### src/rtl/fifo_stream_reader.sv
// Read side of a registered-output SFIFO turned into a ready/valid stream through a 2-entry skid buffer.
// Optional word counter port enabled by defining FIFO_STREAM_READER_COUNT_EN.
module fifo_stream_reader #(
    parameter int Width = 8
) (
    input  logic             clk,
    input  logic             reset,
    input  logic [Width-1:0] FIFORdData,
    input  logic             FIFOEmpty,
    output logic             FIFORdReq,
    output logic [Width-1:0] OutData,
    output logic             OutValid,
    input  logic             OutReady
`ifdef FIFO_STREAM_READER_COUNT_EN
    ,
    output logic [15:0]      WordCount
`endif
);

    typedef enum logic [1:0] {
        EMPTY = 2'd0,
        ONE   = 2'd1,
        TWO   = 2'd2
    } occ_t;

    occ_t             occ_q, occ_d;
    logic             in_flight_q, in_flight_d;
    logic             run_q, run_d;
    logic [Width-1:0] head_q, head_d;
    logic [Width-1:0] tail_q, tail_d;
    logic             pop;
    logic [2:0]       level;
    logic [2:0]       limit;

    always_ff @(posedge clk or posedge reset) begin
        if (reset) begin
            occ_q       <= EMPTY;
            in_flight_q <= 1'b0;
            run_q       <= 1'b0;
            head_q      <= '0;
            tail_q      <= '0;
        end else begin
            occ_q       <= occ_d;
            in_flight_q <= in_flight_d;
            run_q       <= run_d;
            head_q      <= head_d;
            tail_q      <= tail_d;
        end
    end

    // run_q holds off requests until the first edge after reset release.
    always_comb begin
        occ_d       = occ_q;
        head_d      = head_q;
        tail_d      = tail_q;
        run_d       = 1'b1;
        pop         = (occ_q != EMPTY) && OutReady;
        level       = {1'b0, occ_q} + {2'b00, in_flight_q};
        limit       = 3'd2 + {2'b00, pop};
        FIFORdReq   = run_q && !FIFOEmpty && (level < limit);
        in_flight_d = FIFORdReq;

        unique case (occ_q)
            EMPTY: begin
                if (in_flight_q) begin
                    head_d = FIFORdData;
                    occ_d  = ONE;
                end
            end
            ONE: begin
                unique case ({in_flight_q, pop})
                    2'b10: begin
                        tail_d = FIFORdData;
                        occ_d  = TWO;
                    end
                    2'b01: occ_d = EMPTY;
                    2'b11: head_d = FIFORdData;
                    default: occ_d = ONE;
                endcase
            end
            TWO: begin
                // Capture without pop cannot happen here: the request was gated on free space.
                if (pop) begin
                    head_d = tail_q;
                    if (in_flight_q) begin
                        tail_d = FIFORdData;
                    end else begin
                        occ_d = ONE;
                    end
                end
            end
            default: occ_d = EMPTY;
        endcase
    end

    assign OutValid = (occ_q != EMPTY);
    assign OutData  = head_q;

`ifdef FIFO_STREAM_READER_COUNT_EN
    logic [15:0] count_q, count_d;

    always_ff @(posedge clk or posedge reset) begin
        if (reset) begin
            count_q <= '0;
        end else begin
            count_q <= count_d;
        end
    end

    always_comb begin
        count_d = count_q + {15'd0, pop};
    end

    assign WordCount = count_q;
`endif

endmodule

### config.mk
export PLATFORM = sky130hd
export DESIGN_NAME = fifo_stream_reader
export DESIGN_NICKNAME = d
export VERILOG_FILES = /design/src/rtl/fifo_stream_reader.sv
export SDC_FILE = /design/constraint.sdc
export NUM_CORES = 1
export LEC_CHECK = 0
export ABC_AREA = 1
export ABC_CLOCK_PERIOD_IN_PS = 1460
export BUFFER_PORTS_ARGS = -buffer_cell sky130_fd_sc_hd__buf_2
export CAP_MARGIN = 20
export CORE_ASPECT_RATIO = 2
export CORE_MARGIN = 3
export CORE_UTILIZATION = 23
export DETAILED_ROUTE_END_ITERATION = 10
export SETUP_SLACK_MARGIN = 0.3
export SYNTH_ARGS = -nofsm -noshare
export SYNTH_HDL_FRONTEND = slang
export SYNTH_SLANG_ARGS = --single-unit
### constraint.sdc
create_clock -name clk -period 1.46 [get_ports clk]
set_input_delay 0 -clock clk [delete_from_list [all_inputs] [get_ports clk]]
set_output_delay 0 -clock clk [all_outputs]
set_load 0.03 [all_outputs]
==> impl_results.md <==
- Slew Viols, Final: 0
- WS Path Type: reg -> reg
- First-pass GRT wire length: 4580 um
- Largest net degree at the start of global routing: 21
- Layout cells sized above 1: 0.459
- TritonCTS clock tree: yes
- Worst path buffer plus inverter count: 3
- Fin crit period: 1.48 ns
- Slowest cell delay on critical path: 0.43 ns
- Die Width: 54.0 um
- Pleak: 0.904 nW
- Worst setup slack after layout: -0.0181 ns
- Hold WC Path Type: in -> reg
- Worst path depth: 9
- Fmax: 677 MHz
- Yosys warnings: 0
- PortBufs: 21
- Hpwl dp: 1860 um
- Crit-path cells: buf_6 > nor2_4 > nor2_4 > inv_2 > ha_4 > nand3_4 > buf_6 > nand3_2 > nand2_1
- Diode count: 0
- # setup viols final: 5
- Remaining DRCs: 0
- Worst-Skew Late Latency: 0.26 ns
- Power per cell area: 1890 mW/mm2
- Total clock buffers created by CTS: 3
- Syn Area/Cell: 7.78 um2
- First drt pass iteration count: 4
- Vias in the first global route: 1024
- H-tree depth: 1
- Clk buf depth: 2
- Gr usage total: 0.115
- Worst VDD drop: 0.652 mV
- Via count: 1072
- NumNets Final: 203
- Routed len/inst: 12.4 um
- Final GP Congestion: 0.787
- Cells on Worst Hold Path: 4
- Area Growth Syn to Fin: 68.7%
- Final Core Density: 0.407
- Library cells used by synthesis: 18
- Final worst path period share: 1.01
- WP data arrival: 1.63 ns
- Mapped Area: 0.00106 mm2
- Status: finished with violations
- 1st-iter DRT viols: 9
- Initial core utilization: 0.242
- Design Power: 3.38 mW
- CP max-delay cell: dfrtp_2
- Max cap viols: 0
- Grt ovf: 0
- Clk_skew: 0.00310 ns
- CTS sink cnt: 20
- Clock transition at the registers of the reported paths: 0.07 ns
- Die span in y: 102 um
- Antenna violation net count after detailed routing: 0
- Startpoint types: flop
- CP required: 1.61 ns
- Cell family with most CP delay: flip-flops
- Ports: 22
- Sequential-to-total area share from yosys stat: 0.473
- CTS root buffer: clkbuf_8
- FILL cells: 426
- Initial antenna violation count: 0
- Cells after Synth: 136
- Die area: 0.00550 mm2
- Num rows: 34
- Setup repair after global routing missed its margin: true
- Final wirelength: 2960 um
- Setup TNS: -0.0696 ns
- Max Fanout on Critical Path: 5
- Worst R2R Path Depth: 9
- Failing checks: setup timing
- Final hold slack: 0.00291 ns
- Vias per cell: 4.49
- Core area: 0.00438 mm2
- Flops & latches, synth: 20
- CP Capture Type: flop
- Post-synth net total: 153
- Final-report hold violation count: 0
state kept, by name, summed over array words and instances, names as in the netlist:
register and flops:
OutData 8, in_flight_q 1, occ_q 2, run_q 1, tail_q 8
where the power goes:
part	leakage, nW	internal (mW)	switching [mW]
Sequential	0.246	0.798	0.137
Combinational	0.622	0.755	1.13
Clock	0.0357	0.366	0.189
worst paths after layout:
check	from	endpoint	slack [ns]
setup / recovery	occ_q[0]	tail_q[4]	-0.02
hold / removal	FIFOEmpty	in_flight_q	0.003
setup reg to reg	occ_q[0]	tail_q[4]	-0.02
hold reg to reg	OutData[1]	OutData[1]	0.48
max in group asynchronous	reset	occ_q[0]	0.92
min in group asynchronous	reset	tail_q[5]	0.30
routing by layer:
metal  up-vias  global-route usage  wire (um)
li1        528                   -          -
met1       505               0.106        983
met2        24               0.210       1720
met3        15              0.0117        102
met4         0              0.0940        155
met5         -                   0          0
logic make-up after synthesis:
kind of cell	count (synthesis)	share of synthesized area
and+or+nand+nor	87	0.357
DFF	20	0.473
buffers and inverters	15	0.0674
AOI/OAI and AO/OA	8	0.0402
adders and majority gates	5	0.0591
other	1	0.00354
stage by stage:
stage,setup slack (ns),area [um2],std cells
after floorplan,0.107,1100,136
after global routing,-0.0884,1790,239
after global placement,0.106,1290,214
after CTS,-0.0249,1700,235
after detailed placement,0.0725,1290,214
final,-0.0181,1790,239
cell usage in the layout, fill, tap and decap left out:
master,n
a21oi_4,1
and3_1,1
buf_12,1
buf_2,19
buf_4,9
buf_6,9
bufinv_16,1
clkbuf_8,3
clkinvlp_4,1
conb_1,1
dfrtp_1,18
dfrtp_2,2
dlygate4sd3_1,9
ha_4,5
inv_1,7
inv_2,3
inv_4,1
nand2_1,53
nand2_2,8
nand2_4,4
nand2_8,1
nand3_1,6
nand3_2,7
nand3_4,2
nand4_4,1
nor2_2,1
nor2_4,4
o211ai_1,1
o21ai_0,3
o21ai_1,1
o21ai_2,2
cell usage after synthesis:
library cell  instances  area share
o21ai_1               3       0.014
nor2_4                1       0.011
buf_4                 2       0.014
a21oi_1               1      0.0047
nand3_2               1      0.0095
o21ai_0               3       0.014
inv_2                 1      0.0035
nand3_1              14       0.066
and3_1                1      0.0059
dfrtp_1              20        0.47
nor2_1                4       0.014
nand2_1              65        0.23
buf_6                 1       0.011
conb_1                1      0.0035
ha_1                  5       0.059
o211ai_1              1      0.0071
nand4_4               1       0.020
inv_1                11       0.039
area by class of cell:
cell class / instances / area, um2 / share of cell area
well taps: 54 / 67.6 / 0.0378
multi-input cells: 102 / 718 / 0.402
clock buffers: 3 / 41.3 / 0.0231
flip-flops and latches: 20 / 503 / 0.282
repair buffers: 47 / 374 / 0.210
inverters: 12 / 51.3 / 0.0287
clock inverters: 1 / 30.0 / 0.0168
repair_timing:
| item | 4_1_cts | 5_1_grt |
|---|---|---|
| hold buffers | 9 | 0 |
| buffers inserted | 7 | 4 |
| endpoints found under the setup margin | 20 | 21 |
| pin swaps | 23 | 3 |
| gates cloned | 1 | 0 |
| hold endpoints to repair | 28 | 0 |
| resized for setup | 36 | 18 |
worst reg2reg max path, delay by kind of cell (launching register included):
| kind | cells | cell delay, ns |
|---|---|---|
| flip-flops | 1 | 0.43 |
| AND/OR/NAND/NOR | 5 | 0.42 |
| buffers and inverters | 3 | 0.38 |
| adder cells (fa/ha/maj) | 1 | 0.13 |
Note: power is estimated with default switching activity, not from simulation.
